## src/rtl/display_varredura_n_pkg.sv

```systemverilog
// Shared constants for the multiplexed 7-segment scan driver: blank pattern,
// BCD glyph table and the width helper used to size the scan counters.
package display_pkg;

    localparam logic [7:0] SEG_APAGADO = 8'hFF;

    // Bit order per entry is {a,b,c,d,e,f,g,dp}, active-low; glyph d lives at [8*d +: 8].
    localparam logic [79:0] GLIFOS_BCD = {
        8'b0000100_1,  // 9
        8'b0000000_1,  // 8
        8'b0001111_1,  // 7
        8'b0100000_1,  // 6
        8'b0100100_1,  // 5
        8'b1001100_1,  // 4
        8'b0000110_1,  // 3
        8'b0010010_1,  // 2
        8'b1001111_1,  // 1
        8'b0000001_1   // 0
    };

    function automatic int clog2(input int valor);
        int largura;
        largura = 1;
        while ((1 << largura) < valor) begin
            largura++;
        end
        return largura;
    endfunction

endpackage

```

## src/rtl/display_varredura_n_if.sv

```systemverilog
// Pin-side bundle of the scan driver: control/data from the counting datapath in,
// registered segment and digit-enable lines out.
interface display_varredura_n_if #(
    parameter int N_DIGITS = 4
);
    logic                    ligado;
    logic [4*N_DIGITS-1:0]   valores;
    logic [N_DIGITS-1:0]     pontos;
    logic [7:0]              segmentos;
    logic [N_DIGITS-1:0]     digitos;
    logic                    quadro_fim;

    modport master (
        output ligado, valores, pontos,
        input  segmentos, digitos, quadro_fim
    );

    modport slave (
        input  ligado, valores, pontos,
        output segmentos, digitos, quadro_fim
    );

endinterface

```

## src/rtl/display_varredura_n_dec.sv

```systemverilog
// Combinational BCD to active-low 7-segment glyph {a..g}; codes 10..15 come out blank.
module seg7_bcd_dec
    import display_pkg::*;
(
    input  logic [3:0] bcd,
    output logic [6:0] glifo
);

    int indice;

    always_comb begin
        indice = int'(bcd);
        glifo  = SEG_APAGADO[7:1];
        if (bcd <= 4'd9) begin
            glifo = GLIFOS_BCD[8*indice+1 +: 7];
        end
    end

endmodule

```

## src/rtl/display_varredura_n.sv

```systemverilog
// Self-timed N-digit common-anode scan driver with per-frame snapshot and dead time.
// Optional leading-zero blanking is compiled in with ZEROS_ESQUERDA_APAGA_EN.
module display_varredura_n
    import display_pkg::*;
#(
    parameter int N_DIGITS    = 4,
    parameter int PRESCALE    = 50000,
    parameter int DEAD_CYCLES = 1
) (
    input  logic                   clk,
    input  logic                   reset,
    display_varredura_n_if.slave   bus
);

    localparam int CNT_W = clog2(PRESCALE);
    localparam int IDX_W = clog2(N_DIGITS);

    localparam logic [CNT_W-1:0] CNT_MAX  = CNT_W'(PRESCALE - 1);
    localparam logic [CNT_W-1:0] DEAD_LIM = CNT_W'(DEAD_CYCLES);
    localparam logic [IDX_W-1:0] IDX_MAX  = IDX_W'(N_DIGITS - 1);

    logic [CNT_W-1:0]        cnt_q, cnt_d;
    logic [IDX_W-1:0]        idx_q, idx_d;
    logic [4*N_DIGITS-1:0]   valores_q, valores_d;
    logic [N_DIGITS-1:0]     pontos_q, pontos_d;
    logic [7:0]              segmentos_q, segmentos_d;
    logic [N_DIGITS-1:0]     digitos_q, digitos_d;
    logic                    quadro_fim_q, quadro_fim_d;

    logic [3:0]              bcd_sel;
    logic                    ponto_sel;
    logic                    apaga_sel;
    logic [N_DIGITS-1:0]     digito_sel;
    logic [N_DIGITS-1:0]     zero_esq;
    logic [6:0]              glifo;

    // Prescaler, digit index and frame snapshot; ligado=0 parks the scan at slot 0.
    always_comb begin
        cnt_d        = cnt_q;
        idx_d        = idx_q;
        valores_d    = valores_q;
        pontos_d     = pontos_q;
        quadro_fim_d = 1'b0;
        if (!bus.ligado) begin
            cnt_d = '0;
            idx_d = '0;
        end else begin
            if (idx_q == '0 && cnt_q == '0) begin
                valores_d = bus.valores;
                pontos_d  = bus.pontos;
            end
            if (cnt_q == CNT_MAX) begin
                cnt_d = '0;
                if (idx_q == IDX_MAX) begin
                    idx_d        = '0;
                    quadro_fim_d = 1'b1;
                end else begin
                    idx_d = idx_q + IDX_W'(1);
                end
            end else begin
                cnt_d = cnt_q + CNT_W'(1);
            end
        end
    end

`ifdef ZEROS_ESQUERDA_APAGA_EN
    logic zeros_acima;

    // zero_esq[i] is indexed by digit number; the last digit is never blanked.
    always_comb begin
        zeros_acima = 1'b1;
        zero_esq    = '0;
        for (int i = 0; i < N_DIGITS - 1; i++) begin
            zeros_acima = zeros_acima & (valores_q[4*(N_DIGITS-1-i) +: 4] == 4'd0);
            zero_esq[i] = zeros_acima;
        end
    end
`else
    assign zero_esq = '0;
`endif

    // Digit 0 is the leftmost digit and maps to the MSB of valores, pontos and digitos.
    always_comb begin
        bcd_sel    = '0;
        ponto_sel  = 1'b0;
        apaga_sel  = 1'b0;
        digito_sel = '1;
        for (int i = 0; i < N_DIGITS; i++) begin
            if (idx_q == IDX_W'(i)) begin
                bcd_sel                   = valores_q[4*(N_DIGITS-1-i) +: 4];
                ponto_sel                 = pontos_q[N_DIGITS-1-i];
                apaga_sel                 = zero_esq[i];
                digito_sel[N_DIGITS-1-i]  = 1'b0;
            end
        end
    end

    seg7_bcd_dec u_dec (
        .bcd   (bcd_sel),
        .glifo (glifo)
    );

    always_comb begin
        segmentos_d = SEG_APAGADO;
        digitos_d   = '1;
        if (bus.ligado && cnt_q >= DEAD_LIM) begin
            digitos_d   = digito_sel;
            segmentos_d = {(apaga_sel ? SEG_APAGADO[7:1] : glifo), ~ponto_sel};
        end
    end

    always_ff @(posedge clk) begin
        if (reset) begin
            cnt_q        <= '0;
            idx_q        <= '0;
            valores_q    <= '0;
            pontos_q     <= '0;
            segmentos_q  <= SEG_APAGADO;
            digitos_q    <= '1;
            quadro_fim_q <= 1'b0;
        end else begin
            cnt_q        <= cnt_d;
            idx_q        <= idx_d;
            valores_q    <= valores_d;
            pontos_q     <= pontos_d;
            segmentos_q  <= segmentos_d;
            digitos_q    <= digitos_d;
            quadro_fim_q <= quadro_fim_d;
        end
    end

    assign bus.segmentos  = segmentos_q;
    assign bus.digitos    = digitos_q;
    assign bus.quadro_fim = quadro_fim_q;

endmodule

```

## src/flat_wrapper.sv

```systemverilog
// flat-port wrapper written by rule: the top's interface ports become plain ports
module display_varredura_n_flat import display_pkg::*;
#(
    parameter int N_DIGITS    = 4,
    parameter int PRESCALE    = 50000,
    parameter int DEAD_CYCLES = 1
)
  (clk, reset, bus_ligado, bus_valores, bus_pontos, bus_segmentos, bus_digitos, bus_quadro_fim);
  display_varredura_n_if #(.N_DIGITS(N_DIGITS)) bus_i ();
  input  logic clk;
  input  logic reset;
  input wire logic [$bits(bus_i.ligado)-1:0] bus_ligado;
  input wire logic [$bits(bus_i.valores)-1:0] bus_valores;
  input wire logic [$bits(bus_i.pontos)-1:0] bus_pontos;
  output wire logic [$bits(bus_i.segmentos)-1:0] bus_segmentos;
  output wire logic [$bits(bus_i.digitos)-1:0] bus_digitos;
  output wire logic [$bits(bus_i.quadro_fim)-1:0] bus_quadro_fim;
  assign bus_i.ligado = bus_ligado;
  assign bus_i.valores = bus_valores;
  assign bus_i.pontos = bus_pontos;
  assign bus_segmentos = bus_i.segmentos;
  assign bus_digitos = bus_i.digitos;
  assign bus_quadro_fim = bus_i.quadro_fim;
  display_varredura_n #(.N_DIGITS(N_DIGITS), .PRESCALE(PRESCALE), .DEAD_CYCLES(DEAD_CYCLES)) u_core (.clk(clk), .reset(reset), .bus(bus_i));
endmodule
```

## config.mk

```make
export PLATFORM = sky130hd
export DESIGN_NAME = display_varredura_n_flat
export DESIGN_NICKNAME = d
export VERILOG_FILES = /design/src/rtl/display_varredura_n_pkg.sv /design/src/rtl/display_varredura_n_if.sv /design/src/rtl/display_varredura_n_dec.sv /design/src/rtl/display_varredura_n.sv /design/src/flat_wrapper.sv
export SDC_FILE = /design/constraint.sdc
export NUM_CORES = 1
export LEC_CHECK = 0
export CAP_MARGIN = 20
export CORE_ASPECT_RATIO = 0.8
export CORE_MARGIN = 2
export CORE_UTILIZATION = 57
export CTS_CLUSTER_SIZE = 20
export DETAILED_ROUTE_END_ITERATION = 10
export PLACE_DENSITY = 0.85
export SYNTH_ARGS = -nofsm -noshare
export SYNTH_HDL_FRONTEND = slang
export SYNTH_SLANG_ARGS = --single-unit
export TNS_END_PERCENT = 1
```

## constraint.sdc

```tcl
create_clock -name clk -period 7.3 [get_ports clk]
set_input_delay 1.095 -clock clk [delete_from_list [all_inputs] [get_ports clk]]
set_output_delay 1.095 -clock clk [all_outputs]
set_load 0.02 [all_outputs]
```

==> reports/qor.yml <==
status: "completed"
path_delay_family: "compound AO/OA/AOI/OAI gates"
ir_drop_mv: 0.1057
post-route-drc-count: 0
cap_violations: 0
avgSynthCellArea_sq_um: 8.552
slew_headroom_pct: 33.74
p_per_area_nw_per_um2: 182.0
wl_per_cell_microns: 14.41
worstPathArrival_ns: 3.28
grt_pass1_wl_mm: 8.880
fin_setup_tns_ns: 0
area_growth_syn_to_layout_pct: 19.30
cts_resized: 0
gp_congestion: 0.8292
worstSetupPathType: "input pin to flip-flop"
h-tree-depth: 2
yosysWarnings: 0
syn-num-nets: 313
hold_viol_final: 0
drv_slew: 0
tightest_slew_ns: 0.9880
synth_commonest_cells: "51 x dfxtp_1, 28 x nand3_1, 26 x a21oi_1"
clk_pin_slew_ns: 0.10
critPathMaxFanout: 21
gr-total-overflow: 0
ios: 36
clockBufferDepth: 2
cts_setup_buffers: 0
max_stage_delay_ns: 0.79
clock-sinks: 51
syn_inst: 279
rows: 21
postCtsHoldBufs: 0
p_clk_share_pct: 32.0
die_x_microns: 76.34
nNetsFinal: 341
async_flop_share_pct: 0
antenna_cells: 0
antenna_found_initial: 0
seq_area_frac_synth_pct: 42.79
grt_pass1_vias: 1941
drive_gt1_share_pct: 4.870
port_buffers: 35
seqCellArea_sq_um: 1021
p_seq_share_pct: 56.4
start_kind: "input pin"
clk_latency_ns: 0.32
crit_buf_inv: 1
fin_util_pct: 69.44
yosysTopAreaCellShare_pct: 42.79
synth-seq-cells: 51
finalCritPeriodShare_pct: 42.90
slowest_stage: "clkdlybuf4s50_1"
synth_ff_type: "dfxtp_1"
crit_chain: "clkdlybuf4s50_1 > nand2b_1 > a21oi_1 > o311ai_0"
dp_hpwl_mm: 3.736
critPathRequiredTime_ns: 7.45
intPower_w: 0.0003847
firstDrtPassIters: 4
synth_enable_flop_cells: 0
fin_crit_ns: 3.132
die_area_sq_um: 4723
crit_start: "reset"
wirelength_mm: 5.260
power.static_leakage_nw: 0.9874
drtIter0Drc: 148
final_antenna_net_count: 0
syn_area_sq_um: 2386
numCtsBuffers: 5
max_freq_mhz: 319.3
combPwrFrac_pct: 11.7
core_area_sq_um: 4099
min_from: "u_core.pontos_q[3]$_SDFFE_PP0P_"
worstReg2RegStart: "u_core.idx_q[1]$_SDFFE_PP0N_"
die_y_microns: 61.87
net-switching-power_w: 0.0001335
via_count: 2081
hold_class: "flip-flop to flip-flop"
grt_util_all_layers_pct: 23.95
cp-end-kind: "flip-flop"
cts_tree: "yes"
start_util_pct: 58.21
multi_input_area_sq_um: 1244
vias_per_cell: 5.701
root_buffer: "clkbuf_8"
synth_cell_type_count: 43
rsz0062_at_grt: "false"
switching_share_pct: 25.77
post-synth-top-count-cell: "dfxtp_1"
synth_top_area_cell: "dfxtp_1"
setup_viol: 0
nFillCells: 334
synth_area_leaders: "dfxtp_1 43%, nand3_1 5.9%, ha_1 5.8%"
grt_max_degree: 22
finClkSkew_ns: 0.01014
tightest hold or removal path, stage by stage, from the launching register on:
cell	delay (ns)
dfxtp_1	0.32
o21ai_0	0.06
a21oi_1	0.06
cell type report:
| class | count | share of cell area (%) |
|---|---|---|
| Inverter | 16 | 2.110 |
| Multi-Input combinational cell | 197 | 43.69 |
| Clock inverter | 3 | 0.8352 |
| Clock buffer | 5 | 2.418 |
| Tap cell | 57 | 2.505 |
| Timing Repair Buffer | 36 | 12.57 |
| Sequential cell | 51 | 35.87 |
cells by family (layout without fill, tap and decap cells):
family          after synthesis  after routing  share of synthesized area (%)
xor+xnor                     12             12                          4.405
mux                           1              1                         0.4195
buf+inv                      31             60                          5.349
fa+ha+maj                    11             11                          5.768
flops                        51             51                          42.79
simple gates                102            102                          23.39
compound gates               71             71                          17.88
metrics by stage:
step | instances | hold slack, ns | power [W] | cell area [sq um] | setup WS (ns)
after floorplan | 279 | 0.4443 | 0.0003341 | 2386 | 4.981
after global placement | 357 | 0.4569 | 0.0003567 | 2754 | 3.917
after detailed placement | 357 | 0.4653 | 0.0003581 | 2754 | 3.858
after CTS | 365 | 0.4818 | 0.0005211 | 2846 | 4.223
after global routing | 365 | 0.4992 | 0.0005383 | 2846 | 3.996
final | 365 | 0.4814 | 0.0005182 | 2846 | 4.168
power groups by stage:
stage / clock, W / combinational (W) / sequential, W
final: 0.000166 / 0.0000604 / 0.000292
after global routing: 0.000178 / 0.0000671 / 0.000293
after CTS: 0.000169 / 0.0000602 / 0.000292
after detailed placement: 0 / 0.0000597 / 0.000298
after global placement: 0 / 0.0000588 / 0.000298
after floorplan: 0 / 0.0000340 / 0.000300
worst paths after layout:
kind	end	slack (ns)	cells after the start
worst max register to register	u_core.bus.segmentos[5]$_SDFF_PP1_	4.59	7
worst min register to register	u_core.pontos_q[3]$_SDFFE_PP0P_	0.48	2
worst max-delay path	u_core.bus.segmentos[5]$_SDFF_PP1_	4.17	4
worst min-delay path	u_core.pontos_q[3]$_SDFFE_PP0P_	0.48	2
cells in the final DEF (no fill, tap or decap), types with 2 or more instances in the layout:
cell             instances
dfxtp_1                 51
clkdlybuf4s50_1         35
nand3_1                 28
a21oi_1                 26
o21ai_0                 21
nor2_1                  20
inv_1                   16
nand2_1                 12
xnor2_1                 11
ha_1                    11
a211oi_1                 6
nor3_1                   6
o21ai_1                  5
clkbuf_8                 5
nor3b_1                  4
nor2b_1                  4
nor4_1                   4
nand3b_1                 3
or4_1                    3
a211o_1                  2
or3b_2                   2
a221oi_1                 2
or4_4                    2
or3_1                    2
nand2b_1                 2
nand4b_1                 2
o31ai_1                  2
nand4_1                  2
clkinvlp_4               2
sequential cells by signal, indices dropped and copies added (netlist names):
| name | flops |
|---|---|
| u_core.bus.digitos | 4 |
| u_core.pontos_q | 4 |
| u_core.idx_q | 2 |
| u_core.valores_q | 16 |
| u_core.cnt_q | 16 |
| u_core.bus.quadro_fim | 1 |
| u_core.bus.segmentos | 8 |
metal layers:
layer  part of all wire, %  up-vias  global-route usage, %
li1                      -     1058                      -
met1                    49      957                  31.74
met2                    43       57                  38.43
met3                   5.5        9                  5.636
met4                   1.9        0                  10.91
met5                     0        -                      0
Note: power is estimated with default switching activity, not from simulation.
